## config.mk

```make
export PLATFORM = sky130hd
export DESIGN_NAME = cpu5_memarb
export DESIGN_NICKNAME = d
export VERILOG_FILES = /design/src/rtl/cpu5_memarb_pkg.sv /design/src/rtl/cpu5_memarb_pick.sv /design/src/rtl/cpu5_memarb.sv
export SDC_FILE = /design/constraint.sdc
export NUM_CORES = 1
export LEC_CHECK = 0
export BUFFER_PORTS_ARGS = -buffer_cell sky130_fd_sc_hd__buf_2
export CORE_AREA = 5 5 101 103
export CTS_CLUSTER_DIAMETER = 100
export DETAILED_ROUTE_END_ITERATION = 12
export DIE_AREA = 0 0 106 108
export GPL_TIMING_DRIVEN = 0
export PLACE_DENSITY = 0.82
export SLEW_MARGIN = 20
export SYNTH_ARGS = -nofsm -noshare
export SYNTH_HDL_FRONTEND = slang
export SYNTH_SLANG_ARGS = --single-unit
```

## constraint.sdc

```tcl
create_clock -name clk -period 3 [get_ports clk]
set_clock_uncertainty 0.1 [all_clocks]
set_input_delay 0.6 -clock clk [delete_from_list [all_inputs] [get_ports clk]]
set_output_delay 0.6 -clock clk [all_outputs]
set_load 0.03 [all_outputs]
```

## src/rtl/cpu5_memarb_pkg.sv

```systemverilog
// Shared definitions for the cpu5 unified-memory arbiter: widths, state and owner encodings.
package cpu5_memarb_pkg;

   localparam int unsigned CPU5_XLEN            = 32;
   localparam int unsigned CPU5_MEMARB_ST_SIZE  = 2;
   localparam int unsigned CPU5_MEMARB_STREAK_W = 4;

   typedef enum logic [CPU5_MEMARB_ST_SIZE-1:0] {
      CPU5_MEMARB_IDLE = 2'd0,
      CPU5_MEMARB_REQ  = 2'd1,
      CPU5_MEMARB_WAIT = 2'd2
   } memarb_state_t;

   typedef enum logic {
      CPU5_MEMARB_OWN_IF = 1'b0,
      CPU5_MEMARB_OWN_D  = 1'b1
   } memarb_owner_t;

   function automatic logic [CPU5_MEMARB_STREAK_W-1:0] streak_inc_sat(
      input logic [CPU5_MEMARB_STREAK_W-1:0] cur,
      input logic [CPU5_MEMARB_STREAK_W-1:0] max_val
   );
      return (cur >= max_val) ? max_val : cur + 1'b1;
   endfunction

endpackage

```

## src/rtl/cpu5_memarb_pick.sv

```systemverilog
// Grant decision for the memory arbiter: data first, but fetch is forced through
// after MAX_STREAK consecutive data grants taken while fetch was waiting.
module cpu5_memarb_pick
   import cpu5_memarb_pkg::*;
#(
   parameter int unsigned MAX_STREAK = 4
) (
   input  logic clk,
   input  logic reset,
   input  logic arb,
   input  logic if_req_valid,
   input  logic d_req_valid,
   output logic grant_if,
   output logic grant_d
);

   localparam logic [CPU5_MEMARB_STREAK_W-1:0] MAX_S = CPU5_MEMARB_STREAK_W'(MAX_STREAK);

   logic [CPU5_MEMARB_STREAK_W-1:0] r_streak;
   logic                            w_at_max;

   always_comb begin
      w_at_max = (r_streak == MAX_S);
      grant_d  = arb & d_req_valid & ~(if_req_valid & w_at_max);
      grant_if = arb & if_req_valid & ~grant_d;
   end

   // Streak only moves on arbitration cycles; it holds while a transaction is in flight.
   always_ff @(posedge clk or negedge reset) begin
      if (!reset) begin
         r_streak <= '0;
      end else if (arb) begin
         if (grant_if || !if_req_valid) begin
            r_streak <= '0;
         end else if (grant_d) begin
            r_streak <= streak_inc_sat(r_streak, MAX_S);
         end
      end
   end

endmodule

```

## src/rtl/cpu5_memarb.sv

```systemverilog
// Arbiter sharing the single memory port between instruction fetch and load/store,
// one outstanding transaction at a time.
module cpu5_memarb
   import cpu5_memarb_pkg::*;
#(
   parameter int unsigned XLEN       = CPU5_XLEN,
   parameter int unsigned MAX_STREAK = 4
) (
   input  logic            clk,
   input  logic            reset,
   input  logic            if_req_valid,
   input  logic [XLEN-1:0] if_req_addr,
   output logic            if_req_ready,
   output logic            if_rsp_valid,
   output logic [XLEN-1:0] if_rsp_data,
   input  logic            d_req_valid,
   input  logic            d_req_we,
   input  logic [XLEN-1:0] d_req_addr,
   input  logic [XLEN-1:0] d_req_wdata,
   output logic            d_req_ready,
   output logic            d_rsp_valid,
   output logic [XLEN-1:0] d_rsp_data,
   output logic            mem_req_valid,
   input  logic            mem_req_ready,
   output logic [XLEN-1:0] mem_addr,
   output logic            mem_we,
   output logic [XLEN-1:0] mem_wdata,
   input  logic            mem_rsp_valid,
   input  logic [XLEN-1:0] mem_rdata,
   output logic            busy,
   output logic            err_unexp_rsp
);

   memarb_state_t r_state;
   memarb_state_t w_next_state;
   memarb_owner_t r_owner;
   logic [XLEN-1:0] r_addr;
   logic [XLEN-1:0] r_wdata;
   logic            r_we;
   logic            r_mem_req_valid;
   logic            r_busy;
   logic            r_err;

   logic w_arb;
   logic w_grant_if;
   logic w_grant_d;
   logic w_latch;
   logic w_rsp_fire;

   // Arbitration is held off while reset is asserted so the ready pulses stay low too.
   assign w_arb = (r_state == CPU5_MEMARB_IDLE) && reset;

   cpu5_memarb_pick #(
      .MAX_STREAK (MAX_STREAK)
   ) u_pick (
      .clk          (clk),
      .reset        (reset),
      .arb          (w_arb),
      .if_req_valid (if_req_valid),
      .d_req_valid  (d_req_valid),
      .grant_if     (w_grant_if),
      .grant_d      (w_grant_d)
   );

   always_comb begin
      w_next_state = r_state;
      w_latch      = 1'b0;
      unique case (r_state)
         CPU5_MEMARB_IDLE: begin
            if (w_grant_if || w_grant_d) begin
               w_next_state = CPU5_MEMARB_REQ;
               w_latch      = 1'b1;
            end
         end
         CPU5_MEMARB_REQ: begin
            if (mem_req_ready) w_next_state = CPU5_MEMARB_WAIT;
         end
         CPU5_MEMARB_WAIT: begin
            if (mem_rsp_valid) w_next_state = CPU5_MEMARB_IDLE;
         end
         default: w_next_state = CPU5_MEMARB_IDLE;
      endcase
   end

   always_ff @(posedge clk or negedge reset) begin
      if (!reset) begin
         r_state         <= CPU5_MEMARB_IDLE;
         r_mem_req_valid <= 1'b0;
         r_busy          <= 1'b0;
         r_err           <= 1'b0;
      end else begin
         r_state         <= w_next_state;
         r_mem_req_valid <= (w_next_state == CPU5_MEMARB_REQ);
         r_busy          <= (w_next_state != CPU5_MEMARB_IDLE);
         r_err           <= mem_rsp_valid && (r_state != CPU5_MEMARB_WAIT);
      end
   end

   always_ff @(posedge clk or negedge reset) begin
      if (!reset) begin
         r_owner <= CPU5_MEMARB_OWN_IF;
         r_addr  <= '0;
         r_we    <= 1'b0;
         r_wdata <= '0;
      end else if (w_latch) begin
         r_owner <= w_grant_d ? CPU5_MEMARB_OWN_D : CPU5_MEMARB_OWN_IF;
         r_addr  <= w_grant_d ? d_req_addr : if_req_addr;
         r_we    <= w_grant_d & d_req_we;
         r_wdata <= w_grant_d ? d_req_wdata : '0;
      end
   end

   always_comb begin
      w_rsp_fire   = (r_state == CPU5_MEMARB_WAIT) && mem_rsp_valid;
      if_rsp_valid = w_rsp_fire && (r_owner == CPU5_MEMARB_OWN_IF);
      d_rsp_valid  = w_rsp_fire && (r_owner == CPU5_MEMARB_OWN_D);
      if_rsp_data  = if_rsp_valid ? mem_rdata : '0;
      d_rsp_data   = d_rsp_valid ? mem_rdata : '0;
   end

   assign if_req_ready  = w_grant_if;
   assign d_req_ready   = w_grant_d;
   assign mem_req_valid = r_mem_req_valid;
   assign mem_addr      = r_addr;
   assign mem_we        = r_we;
   assign mem_wdata     = r_wdata;
   assign busy          = r_busy;
   assign err_unexp_rsp = r_err;

endmodule

```

After elaboration in Yosys (flattened, before gate mapping)
Cells that the tools add are included.
- word-level logic and storage cells: 51
- register bits after elaboration: 75
- bits of input ports: 135
- output and inout bits: 136
- $add $sub $neg: 1
- multiplexer cells: 14
- magnitude comparators: 1
- equal/unequal tests: 5
- bitwise logic cells: 9
- reduce and logical (&&, ||, !) cells: 12
- operator list (operator ; number):
    $mux W32 ; 4
    $mux W4 ; 3
    $and A1 B1 Y1 ; 6
    $mux W2 ; 3
    $pmux W2 S3 ; 1
    $logic_and A1 B1 Y1 ; 5
    $add A4 B1 Y4 const B ; 1
    $eq A2 B1 Y1 const B ; 2
    $eq A4 B3 Y1 const B ; 1
    $ge A4 B3 Y1 const B ; 1
    $reduce_bool A2 Y1 ; 2
    $mux W1 ; 3
    $not A1 Y1 ; 3
    $eq A2 B2 Y1 const B ; 1
    $logic_not A2 Y1 ; 1
    $logic_or A1 B1 Y1 ; 2
    $ne A2 B2 Y1 const B ; 1
    $reduce_and A2 Y1 ; 1
    $logic_not A1 Y1 ; 1

Depth between registers and ports, before layout
- word-level depth: 10
- depth in mapped cells: 7
- gate-level depth less buffers: 5

Hierarchy
Synthesis repeated with hierarchy kept, for this count alone.
- cell total of the unflattened synthesis: 295
- area total of the unflattened synthesis: 3724.8 um^2
- by module, submodules not included (module ; times used ; area an instance (um^2) ; cells each ; seq. area each (um^2)):
    cpu5_memarb ; 1 ; 3463.3 ; 268 ; 1776.7
    cpu5_memarb_pick ; 1 ; 261.5 ; 27 ; 100.1

Least setup slack after synthesis
OpenSTA, ideal clock, no wires.
- kind: input to output
- from: input if_req_valid
- to: output if_req_ready
- stages: 5
- required time: 2300 ps
- arrival: 1676 ps
- path buffers: 2
- setup slack: 624 ps
- path through: buf_2 -> nand4b_4 -> a21boi_1 -> buf_2 -> nor2_1
- cells in the longest elaborated chain, start to end: 5
- elaborated cells on any way between the ends: 6
- classes of those cells: 6 x bitwise
- ends and longest elaborated chain (what ; line ; text):
    from (decl) ; cpu5_memarb.sv:11 ; input logic if_req_valid,
    $and A1 B1 Y1 ; cpu5_memarb_pick.sv:24 ; grant_d = arb & d_req_valid & ~(if_req_valid & w_at_max);
    $not A1 Y1 ; cpu5_memarb_pick.sv:24 ;
    $and A1 B1 Y1 ; cpu5_memarb_pick.sv:24 ;
    $not A1 Y1 ; cpu5_memarb_pick.sv:25 ; grant_if = arb & if_req_valid & ~grant_d;
    $and A1 B1 Y1 (*) ; cpu5_memarb_pick.sv:25 ;
    to (decl) ; cpu5_memarb.sv:13 ; output logic if_req_ready,
Mark *: on every way between the ends. The rest lies on a longest branch, timed or not.

Final worst setup path
- from: register u_pick.r_streak[0]
- to: output if_req_ready
- cells in the longest elaborated chain, start to end: 6
- ends and longest elaborated chain (what ; line ; text):
    from (decl) ; cpu5_memarb_pick.sv:19 ; logic [CPU5_MEMARB_STREAK_W-1:0] r_streak;
    from (signal assigned) ; cpu5_memarb_pick.sv:36 ; r_streak <= streak_inc_sat(r_streak, MAX_S);
    $eq A4 B3 Y1 ; cpu5_memarb_pick.sv:23 ; w_at_max = (r_streak == MAX_S);
    $and A1 B1 Y1 ; cpu5_memarb_pick.sv:24 ;
    $not A1 Y1 ; cpu5_memarb_pick.sv:24 ;
    $and A1 B1 Y1 ; cpu5_memarb_pick.sv:24 ;
    $not A1 Y1 ; cpu5_memarb_pick.sv:25 ;
    $and A1 B1 Y1 ; cpu5_memarb_pick.sv:25 ;
Every way passes these cells.

==> results.rst <==
.. list-table::
   :header-rows: 1

   * - Metric
     - Value
   * - Boundary Pins
     - between 200 and 300
   * - Die height
     - 108 um
   * - Hold crit path type
     - in2async
   * - Number of buffer and inverter instances along the worst setup path
     - 3
   * - Worst setup slack before clock tree synthesis
     - approximately 0.084 ns
   * - Leading post-synthesis cells by cell area
     - sky130_fd_sc_hd__dfrtp_1, sky130_fd_sc_hd__and2_1, sky130_fd_sc_hd__a22o_1, sky130_fd_sc_hd__o221ai_1, sky130_fd_sc_hd__nand4_1
   * - Achievable Freq
     - between 300 and 400 MHz
   * - Max Transition Viols Final
     - 0
   * - GPL Wtd Cong
     - 0.920
   * - TNS Setup
     - 0 ns
   * - Total wire length after detailed routing
     - approximately 14000 um
   * - Grt total ovfl
     - 0
   * - Kind of critical path
     - reg2out
   * - Startpoint class of the critical path
     - flip-flop
   * - CTS Buf Count
     - 9
   * - Layout cell share with drive strength beyond 1
     - 0.467
   * - H-tree depth reported by CTS
     - 3
   * - Count of placed standard cells in the final layout, fillers left out
     - 771
   * - Area growth, synth to finish
     - 46.0%
   * - Worst Path Arrival
     - 2.14 ns
   * - Area occupied by multi-input gates
     - 0.00152 mm^2
   * - Avg Inst Size Synth
     - 10.0 um^2
   * - Number of global-route vias before repair
     - 4231
   * - Synthesized cell area
     - 0.00372 mm^2
   * - DR WL/cell
     - 17.5 um
   * - Critical register-to-register path startpoint
     - u_pick.r_streak[0]$_DFFE_PN0P_
   * - Reg area
     - 0.00188 mm^2
   * - Largest stage delay, worst path
     - 0.43 ns
   * - Iter 0 DRT Violations
     - 232
   * - Share of the clock period used by the worst path after layout
     - 0.948
   * - Number of buffers added on ports
     - 269
   * - Detailed-placement wirelength estimate
     - approximately 11000 um
   * - Clk Latency, worst-skew pair
     - between 0.3 and 0.4 ns
   * - Area share of the largest cell type after synthesis
     - 0.505
   * - Library cell with the highest instance count after synthesis
     - sky130_fd_sc_hd__dfrtp_1
   * - Synth Warn #
     - 0
   * - Maximum number of pins on one net before global-route repair
     - 41
   * - Clock transition at the register clock pins on the worst setup and hold paths after CTS
     - around 0.1 ns
   * - Max VDD drop
     - 0.000372 V
   * - Fin util
     - 0.596
   * - Netlist cell types
     - 32
   * - Global-route wire length before repair
     - roughly 21000 um
   * - Maximum capacitance violations
     - 0
   * - Worst path required time
     - between 2 and 2.5 ns
   * - Sequential share of the synthesized area
     - 0.505
   * - Endpoint of the worst-slack reg-to-reg timing path
     - mem_addr[13]$_DFFE_PN0P_
   * - Initial core utilization
     - 0.408
   * - Number of hold-slack violations in the final timing report
     - 0
   * - Total global routing track utilization
     - 0.229
   * - Net Count, Synth
     - 508
   * - Number of rows in the core area
     - 35
   * - Most used flip-flop cell after synthesis
     - sky130_fd_sc_hd__dfrtp_1
   * - Number of fillers in the final layout
     - 810
   * - Yosys reg bits
     - 75
   * - Worst-case headroom to the max-slew limit
     - 0.582
   * - Setup slack on the worst flop-to-flop path
     - 1.05 ns
   * - PD cells
     - 944 mW/mm^2
   * - Via density per instance
     - 5.19
   * - Count of nets left with antenna violations after detail routing
     - 0
   * - Worst R2R Path Depth
     - 6
   * - DRC violation count after routing
     - 0
   * - Post-synth top cells
     - sky130_fd_sc_hd__dfrtp_1, sky130_fd_sc_hd__and2_1, sky130_fd_sc_hd__inv_1, sky130_fd_sc_hd__a22o_1, sky130_fd_sc_hd__nand2_1
   * - Static power due to leakage
     - 3.05 nW
   * - CTS tree
     - done
   * - Number of cells after detailed placement
     - ~750
   * - Initial antenna violation count
     - 3
   * - Root Buffer
     - sky130_fd_sc_hd__clkbuf_8
   * - Detailed Routing Iterations Pass 1
     - 5
   * - Critical path, cell by cell
     - inv_1, ha_1, nand4b_4, a21boi_1, buf_2, nor2_1, buf_2
   * - Yosys top cell by area
     - sky130_fd_sc_hd__dfrtp_1
   * - CP endpoint kind
     - output pin
   * - Async set-reset flop share out of synthesis
     - 1.00
   * - RSZ-0062 raised after global routing
     - no
   * - Final count of negative-setup-slack endpoints
     - 0
   * - Die area
     - 0.0114 mm^2
   * - Slew at the pin closest to its max-slew limit
     - 0.622 ns
   * - Number of nets at the end of the flow
     - 789
   * - Horizontal die dimension
     - 106 um
   * - Kind of cell with the highest combined delay on the critical path
     - buffers and inverters
   * - Count of flip-flops with a built-in enable after synthesis
     - 0
   * - Most Frequent Cell on Critical Path
     - sky130_fd_sc_hd__buf_2
   * - Status
     - finished, final reports clean
   * - Number of buffers on the longest clock path
     - 2
   * - Clock period minus worst slack
     - 2.84 ns
   * - Slowest stage cell on the critical path
     - sky130_fd_sc_hd__a21boi_1
   * - Peak fanout along the critical path
     - 10
   * - Post-Syn Instances
     - 371
   * - Clock sink count
     - 75
   * - Core Area
     - 0.00911 mm^2
   * - Least setup slack across all paths after layout
     - 0.157 ns
   * - Total number of vias
     - 4005
## registers in the layout (all words and copies together), names as in the netlist
register         cells
mem_addr            32
mem_wdata           32
u_pick.r_streak      4
r_state              2
busy                 1
err_unexp_rsp        1
mem_req_valid        1
mem_we               1
r_owner              1
## logic make-up after synthesis
group	share of synthesized area
flops	0.505
fa+ha+maj	0.00673
buf+inv	0.0875
compound gates	0.172
simple gates	0.229
## cells in the final DEF (no fill, tap or decap), types with 3 or more instances in the layout
cell / instances
sky130_fd_sc_hd__nand2_1: 33
sky130_fd_sc_hd__inv_1: 37
sky130_fd_sc_hd__clkbuf_8: 9
sky130_fd_sc_hd__o21ai_0: 5
sky130_fd_sc_hd__clkbuf_1: 16
sky130_fd_sc_hd__buf_4: 3
sky130_fd_sc_hd__nand4_1: 32
sky130_fd_sc_hd__diode_2: 3
sky130_fd_sc_hd__buf_6: 5
sky130_fd_sc_hd__buf_2: 279
sky130_fd_sc_hd__o221ai_1: 32
sky130_fd_sc_hd__and2_1: 66
sky130_fd_sc_hd__inv_6: 4
sky130_fd_sc_hd__dfrtp_1: 75
sky130_fd_sc_hd__a22o_1: 33
## area by class of cell
cell class	count	share of cell area
well taps	111	0.0256
clock inverters	7	0.0124
flip-flops and latches	75	0.346
clock buffers	9	0.0228
multi-input cells	224	0.279
plain buffers	35	0.0343
inverters	37	0.0256
diodes	3	0.00138
repair buffers	270	0.253
## how the worst max path moves through the flow
stage	start	end	slack (ns)	cells past startpoint
detailed placement	reset	d_req_ready	0.08	7
CTS	reset	d_req_ready	0.08	7
global route	u_pick.r_streak[0]$_DFFE_PN0P_	if_req_ready	0.02	7
finish	u_pick.r_streak[0]$_DFFE_PN0P_	if_req_ready	0.16	7
floorplan	if_req_valid	if_req_ready	0.62	5
global placement	reset	d_req_ready	-0.80	7
## routing by layer
metal  vias to the layer above  part of all wire  track usage
li1                       1870                 -            -
met1                      1904              0.37        0.250
met2                       202              0.52        0.423
met3                        29             0.077       0.0501
met4                         0             0.031        0.105
met5                         -                 0            0
## timing repair
action                                 in CTS  in global routing
endpoints found under the hold margin       0                  0
setup endpoints to repair                   0                  1
resized for setup                           0                  1
hold buffers                                0                  0
buffers inserted                            0                  0
## report_power, final
group          leakage (nW)  internal [W]  switching (W)  total, W
combinational          2.01      0.000861        0.00179   0.00265
sequential            0.949       0.00147       0.000255   0.00173
clock                0.0940      0.000321       0.000433  0.000754
total                  3.05       0.00265        0.00247   0.00513
## through the flow
stage | power [W] | cell area [um^2] | hold WS [ns]
floorplan | 0.00351 | 3720 | 0.204
global placement | 0.00433 | 5200 | 0.378
detailed placement | 0.00440 | 5230 | 0.376
CTS | 0.00517 | 5420 | 0.108
global route | 0.00542 | 5430 | 0.0333
finish | 0.00513 | 5430 | 0.0350
(Power assumes the default switching activity.)
